$ cat src/rtl/flash_prog_sched.sv
// flash_prog_sched: WREN/SE/RDSR/PP command scheduler for one SPI flash bus.
// Define FLASH_ERASE_EN to include the WREN/SE/RDSR erase phase.
module flash_prog_sched #(
    parameter int          CS_GAP   = 8,
    parameter logic [15:0] POLL_MAX = 16'd60000,
    parameter logic [7:0]  CMD_WREN = 8'h06,
`ifdef FLASH_ERASE_EN
    parameter logic [7:0]  CMD_SE   = 8'hD8,
`endif
    parameter logic [7:0]  CMD_PP   = 8'h02,
    parameter logic [7:0]  CMD_RDSR = 8'h05
) (
    input  logic        sys_clk,
    input  logic        sys_rst_n,
    input  logic        start,
    input  logic [23:0] addr,
    input  logic [7:0]  len,
    output logic        data_req,
    input  logic [7:0]  data_in,
    input  logic        miso,
    output logic        sck,
    output logic        cs_n,
    output logic        mosi,
    output logic        busy,
    output logic        done,
    output logic        err
);

    localparam logic [7:0] GAP_LIM = 8'(CS_GAP);

    typedef enum logic [3:0] {
        IDLE,
`ifdef FLASH_ERASE_EN
        WREN1,
        SE,
        POLL1,
`endif
        WREN2,
        PP,
        POLL2,
        DONE,
        ERR
    } state_t;

`ifdef FLASH_ERASE_EN
    localparam state_t FIRST = WREN1;
`else
    localparam state_t FIRST = WREN2;
`endif

    state_t      state, state_nx;
    logic        armed;
    logic        run;
    logic [1:0]  ph;
    logic [2:0]  bit_cnt;
    logic [8:0]  byte_cnt;
    logic [7:0]  gap_cnt;
    logic [7:0]  tx_sh;
    logic        rx_bit;
    logic [7:0]  data_buf;
    logic [1:0]  req_pipe;
    logic [15:0] poll_cnt;
    logic [23:0] addr_r;
    logic [7:0]  len_r;

    logic        is_cmd, is_poll;
    logic [7:0]  first_byte, next_byte;
    logic [8:0]  last_idx, nb;
    logic        launch, byte_end, stat_byte;
    logic        stat_ok, stat_to, cmd_end, abort, req_win;
    logic        accept;

    // Per-state command shape: opcode, length, whether it is a status poll
    always_comb begin
        is_cmd     = 1'b0;
        is_poll    = 1'b0;
        first_byte = CMD_WREN;
        last_idx   = 9'd0;
        case (state)
`ifdef FLASH_ERASE_EN
            WREN1: is_cmd = 1'b1;
            SE: begin
                is_cmd     = 1'b1;
                first_byte = CMD_SE;
                last_idx   = 9'd3;
            end
            POLL1: begin
                is_cmd     = 1'b1;
                is_poll    = 1'b1;
                first_byte = CMD_RDSR;
            end
`endif
            WREN2: is_cmd = 1'b1;
            PP: begin
                is_cmd     = 1'b1;
                first_byte = CMD_PP;
                last_idx   = 9'd4 + {1'b0, len_r};
            end
            POLL2: begin
                is_cmd     = 1'b1;
                is_poll    = 1'b1;
                first_byte = CMD_RDSR;
            end
            default: ;
        endcase
    end

    // Byte to load at the next boundary; status reads shift out zeros
    always_comb begin
        nb        = byte_cnt + 9'd1;
        next_byte = 8'h00;
        if (!is_poll) begin
            case (nb)
                9'd1:    next_byte = addr_r[23:16];
                9'd2:    next_byte = addr_r[15:8];
                9'd3:    next_byte = addr_r[7:0];
                default: next_byte = data_buf;
            endcase
        end
    end

    // Command framing and poll exit conditions
    always_comb begin
        accept    = (state == IDLE) && start && armed;
        launch    = is_cmd && !run && (gap_cnt >= GAP_LIM);
        byte_end  = run && (ph == 2'd3) && (bit_cnt == 3'd7);
        stat_byte = is_poll && (byte_cnt != 9'd0);
        stat_ok   = stat_byte && !rx_bit;
        stat_to   = stat_byte && rx_bit &&
                    ((poll_cnt + 16'd1) >= POLL_MAX);
        cmd_end   = byte_end &&
                    (is_poll ? stat_ok : (byte_cnt == last_idx));
        abort     = byte_end && stat_to;
        req_win   = (state == PP) && (byte_cnt >= 9'd3) &&
                    (byte_cnt <= 9'd3 + {1'b0, len_r});
    end

    // Sequencer state register
    always_ff @(posedge sys_clk or negedge sys_rst_n) begin
        if (!sys_rst_n) state <= IDLE;
        else            state <= state_nx;
    end

    // Next-state and status pulses
    always_comb begin
        state_nx = state;
        busy     = 1'b1;
        done     = 1'b0;
        err      = 1'b0;
        case (state)
            IDLE: begin
                busy = 1'b0;
                if (accept) state_nx = FIRST;
            end
`ifdef FLASH_ERASE_EN
            WREN1: if (cmd_end) state_nx = SE;
            SE:    if (cmd_end) state_nx = POLL1;
            POLL1: begin
                if (cmd_end)    state_nx = WREN2;
                else if (abort) state_nx = ERR;
            end
`endif
            WREN2: if (cmd_end) state_nx = PP;
            PP:    if (cmd_end) state_nx = POLL2;
            POLL2: begin
                if (cmd_end)    state_nx = DONE;
                else if (abort) state_nx = ERR;
            end
            DONE: begin
                busy     = 1'b0;
                done     = 1'b1;
                state_nx = IDLE;
            end
            ERR: begin
                busy     = 1'b0;
                err      = 1'b1;
                state_nx = IDLE;
            end
            default: state_nx = IDLE;
        endcase
    end

    // SPI bit engine, chip-select gap timer and program-data fetch
    always_ff @(posedge sys_clk or negedge sys_rst_n) begin
        if (!sys_rst_n) begin
            armed    <= 1'b0;
            run      <= 1'b0;
            ph       <= 2'd0;
            bit_cnt  <= 3'd0;
            byte_cnt <= 9'd0;
            gap_cnt  <= 8'd0;
            tx_sh    <= 8'h00;
            rx_bit   <= 1'b0;
            data_buf <= 8'h00;
            req_pipe <= 2'b00;
            poll_cnt <= 16'd0;
            addr_r   <= 24'd0;
            len_r    <= 8'd0;
            data_req <= 1'b0;
            sck      <= 1'b0;
            cs_n     <= 1'b1;
            mosi     <= 1'b0;
        end else begin
            armed    <= 1'b1;
            data_req <= 1'b0;
            req_pipe <= {req_pipe[0], data_req};
            if (req_pipe[1]) data_buf <= data_in;
            if (!cs_n)                gap_cnt <= 8'd0;
            else if (gap_cnt != 8'hFF) gap_cnt <= gap_cnt + 8'd1;
            if (accept) begin
                addr_r <= addr;
                len_r  <= len;
            end
            if (launch) begin
                cs_n     <= 1'b0;
                run      <= 1'b1;
                ph       <= 2'd0;
                bit_cnt  <= 3'd0;
                byte_cnt <= 9'd0;
                poll_cnt <= 16'd0;
                tx_sh    <= first_byte;
            end else if (run) begin
                ph <= ph + 2'd1;
                case (ph)
                    2'd0: begin
                        sck   <= 1'b0;
                        mosi  <= tx_sh[7];
                        tx_sh <= {tx_sh[6:0], 1'b0};
                        if (bit_cnt == 3'd0 && req_win) data_req <= 1'b1;
                    end
                    2'd2: begin
                        sck    <= 1'b1;
                        rx_bit <= miso;
                    end
                    2'd3: begin
                        bit_cnt <= bit_cnt + 3'd1;
                        if (bit_cnt == 3'd7) begin
                            if (cmd_end || abort) begin
                                run  <= 1'b0;
                                cs_n <= 1'b1;
                                sck  <= 1'b0;
                                mosi <= 1'b0;
                            end else begin
                                byte_cnt <= byte_cnt + 9'd1;
                                tx_sh    <= next_byte;
                                if (stat_byte) poll_cnt <= poll_cnt + 16'd1;
                            end
                        end
                    end
                    default: ;
                endcase
            end
        end
    end

endmodule

$ cat config.mk
export PLATFORM = sky130hd
export DESIGN_NAME = flash_prog_sched
export DESIGN_NICKNAME = d
export VERILOG_FILES = /design/src/rtl/flash_prog_sched.sv
export SDC_FILE = /design/constraint.sdc
export NUM_CORES = 1
export LEC_CHECK = 0
export CAP_MARGIN = 30
export CORE_ASPECT_RATIO = 0.75
export CORE_MARGIN = 5
export CORE_UTILIZATION = 60
export CTS_BUF_LIST = sky130_fd_sc_hd__clkbuf_8
export DETAILED_ROUTE_END_ITERATION = 12
export PLACE_DENSITY = 0.94
export SETUP_SLACK_MARGIN = 0.5
export SYNTH_ARGS = -nofsm -noshare
export SYNTH_HDL_FRONTEND = slang
export SYNTH_SLANG_ARGS = --single-unit
$ cat constraint.sdc
create_clock -name sys_clk -period 3.85 [get_ports sys_clk]
set_clock_uncertainty 0.15 [all_clocks]
set_input_delay 0.385 -clock sys_clk [delete_from_list [all_inputs] [get_ports sys_clk]]
set_output_delay 0.385 -clock sys_clk [all_outputs]
set_load 0.005 [all_outputs]
==> flow_metrics.py <==
metrics = {
    "setup_path": {
        "r2r_cells": 11,
        "crit_required_ps": 4010,
        "start_kind": "flop",
        "regToRegSetupSlack_ps": 650,
        "critPathCaptureType": "flop",
        "reg2reg_from": "len_r[2]",
        "crit_fanout": 14,
        "critPathArrivalTime_ps": 3360,
        "crit_type": "flop to flop",
        "worst_r2r_endpoint": "poll_cnt[12]",
    },
    "synthesis": {
        "synth_edf_count": 0,
        "async_reset_ff_share_pct": 100,
        "synth.avg_cell_area_um2": 9.87,
        "synth_cells": 578,
        "syn-num-nets": 647,
        "ys_ff_latch": 98,
        "ys_seq_area_share_pct": 43.0,
        "ys_types": 65,
        "synth_area_um2": 5700,
        "synth_warnings": 0,
        "synth_top_flop_cell": "dfrtp_1",
    },
    "sta": {
        "rsz0062_at_grt": "no",
        "worst_slew_pin_slew_ps": 784,
        "slew_headroom_pct": 47.7,
        "finalSetupTns_ps": 0,
        "slew_violations": 0,
        "min_period_ps": 3200,
        "setup_viol": 0,
        "fin_ws_ps": 651,
        "fin_hold_ws_ps": 217,
        "max_freq_mhz": 313,
        "hold_viol": 0,
        "fin_crit_sh_pct": 83.1,
    },
    "cells_and_area": {
        "finalNonFillerCells": 750,
        "final_util_pct": 71.1,
        "nets": 686,
        "finalInstanceArea_um2": 6510,
        "syn2layout_area_growth_pct": 14.1,
        "nFillCells": 671,
        "antenna_cells": 0,
        "final_layout_size_suffix_gt1_share_pct": 14.5,
    },
    "floorplan": {
        "start_util_pct": 62.3,
        "die_width_um": 123,
        "die-area_um2": 11600,
        "core_um2": 9160,
        "die_y_um": 94.4,
        "row_count": 30,
        "io_pins": 51,
    },
    "clock_tree": {
        "post_cts_buffers": 0,
        "clkSinkCount": 98,
        "worstSkewPairLatency_ps": 380,
        "numCtsBuffers": 9,
        "htreeDepth": 3,
        "cts_tree": "built",
        "clk_path_buf_depth": 2,
        "cts-root-buf": "clkbuf_8",
        "clk_pin_slew_ps": 100,
    },
    "place": {
        "dp.cells": 733,
        "hpwl_um": 9690,
        "preCtsSetupSlack_ps": 622,
        "portBuffers": 50,
        "dpl-instance-area_um2": 6300,
        "globalplace.congestion": 0.899,
    },
    "detailed_routing": {
        "drtIter0Drc": 582,
        "final_antenna_net_count": 0,
        "firstDrtPassIters": 6,
        "vias": 4718,
        "wire_per_inst_um": 18.1,
        "viasPerCell": 6.29,
        "wl_um": 13600,
        "post-route-drc-count": 0,
    },
    "hold_path": {
        "min_path_type": "flop to flop",
        "min_path_cells": 0,
        "whs_endpoint": "req_pipe[1]",
        "hp-start": "req_pipe[0]",
    },
    "global_routing": {
        "grt_first_pass_wirelength_um": 22500,
        "grt_pass1_vias": 4615,
        "grt_usage_pct": 24.3,
        "antenna_found_initial": 0,
        "overflow": 0,
        "grt_max_degree": 62,
    },
    "power_and_ir_drop": {
        "finalPower_mw": 1.74,
        "power_leakage_nw": 2.96,
        "power_density_nw_per_um2": 267,
        "ir_drop_v": 0.000262,
    },
    "outcome": {
        "status": "finished, final reports clean",
    },
    "flow_run": {
        "maxCapViolCount": 0,
    },
}
[worst max path at each step]
stage,endpoint,from,cells after the start,slack (ps)
final,poll_cnt[12],len_r[2],11,650
after global routing,poll_cnt[12],len_r[2],11,500
after CTS,byte_cnt[8],len_r[2],10,560
after detailed placement,byte_cnt[8],len_r[2],10,620
after global placement,byte_cnt[8],len_r[2],10,790
after floorplan,poll_cnt[13],byte_cnt[0],12,800
[layout make-up]
class	instances	area [um^2]	area share [%]
sequential	98	2450	37.7
tap	128	160	2.46
multi-input combinational	426	3040	46.7
timing repair buffer	62	588	9.04
clock buffer	10	138	2.11
inverter	20	75.1	1.15
clock inverter	6	51.3	0.788
[critical path, stage by stage, from the launching register on]
cell      delay (ps)
dfrtp_1          490
ha_1             290
and3_1           210
xnor2_1          260
nor3_1           110
o21bai_1         190
o221ai_2         220
and3_2           280
buf_4            230
nand4_1          190
or3_1            350
a21oi_1          150
[sequential cells by signal (all words and copies together), names as in the netlist, 8 cells and up]
name and cells:
addr_r 24, byte_cnt 9, data_buf 8, gap_cnt 8, len_r 8, poll_cnt 16
tx_sh 8
[repair_timing]
action | CTS | global route
hold buffers | 1 | 0
hold endpoints to repair | 58 | 0
gates resized for setup | 0 | 3
endpoints found under the setup margin | 0 | 5
[cells in the mapped netlist (2+ instances only)]
cell      instances  area, um^2
mux2_2           43         484
nand3b_1          6        45.0
a211oi_1          4        30.0
nand2b_1          6        37.5
mux2i_1           8        80.1
dfrtp_1          97        2430
a221oi_1          2        17.5
or3_1             2        12.5
o21a_1            7        52.6
a22oi_1          12        90.1
xor2_1           18         158
o2111a_1          2        22.5
ha_1             25         313
nor2_1           37         139
a31oi_1           4        25.0
nand3_1          27         135
clkbuf_1         21        78.8
buf_2             8        40.0
or4_1             4        30.0
nand4_1          12        75.1
buf_4             3        22.5
a21boi_0          4        30.0
inv_1            20        75.1
a21oi_1          21         105
nor3_1           13        65.1
nor4_1            2        12.5
o31ai_1           8        60.1
nand2_1          46         173
xnor2_1          10        87.6
and2_1            3        18.8
a21o_1            5        37.5
a222oi_1          4        40.0
o211ai_1         11        82.6
or2_2             3        18.8
o21ai_0          29         145
nor2b_1           4        25.0
and3_1           17         106
nand4b_1          3        26.3
[power by group]
| group | internal, mW | switching, mW |
|---|---|---|
| registers | 1.03 | 0.000820 |
| clock network | 0.259 | 0.383 |
| logic | 0.0403 | 0.0269 |
[cells in the final DEF (no fill, tap or decap), types with 12 or more instances in the layout]
cell,netlist,routed
a21oi_1,21,21
a22oi_1,12,12
and3_1,17,16
clkdlybuf4s50_1,0,49
dfrtp_1,97,97
ha_1,25,25
inv_1,20,20
mux2_2,43,43
nand2_1,46,45
nand3_1,27,27
nand4_1,12,12
nor2_1,37,36
nor3_1,13,13
o21ai_0,29,29
xor2_1,18,18
[logic make-up (layout without fill, tap and decap cells)]
| group | count (synthesis) | in the layout | synth area share (%) |
|---|---|---|---|
| multiplexers | 51 | 51 | 9.89 |
| AND/OR/NAND/NOR | 194 | 194 | 17.7 |
| AO/OA/AOI/OAI | 127 | 127 | 15.6 |
| other | 1 | 1 | 0.0658 |
| flip-flops | 98 | 98 | 43.0 |
| adder cells (fa/ha/maj) | 25 | 25 | 5.48 |
| buffers and inverters | 54 | 98 | 3.95 |
| XOR/XNOR | 28 | 28 | 4.30 |
[metal layers]
layer / part of all wire (%) / GRT usage, % / up-vias
met3: 6.8 / 6.29 / 36
met1: 43 / 33.3 / 2295
met5: 0 / 0 / -
met4: 1.7 / 6.52 / 0
met2: 48 / 38.4 / 205
li1: - / - / 2182
Power figures use the tool's default switching activity.
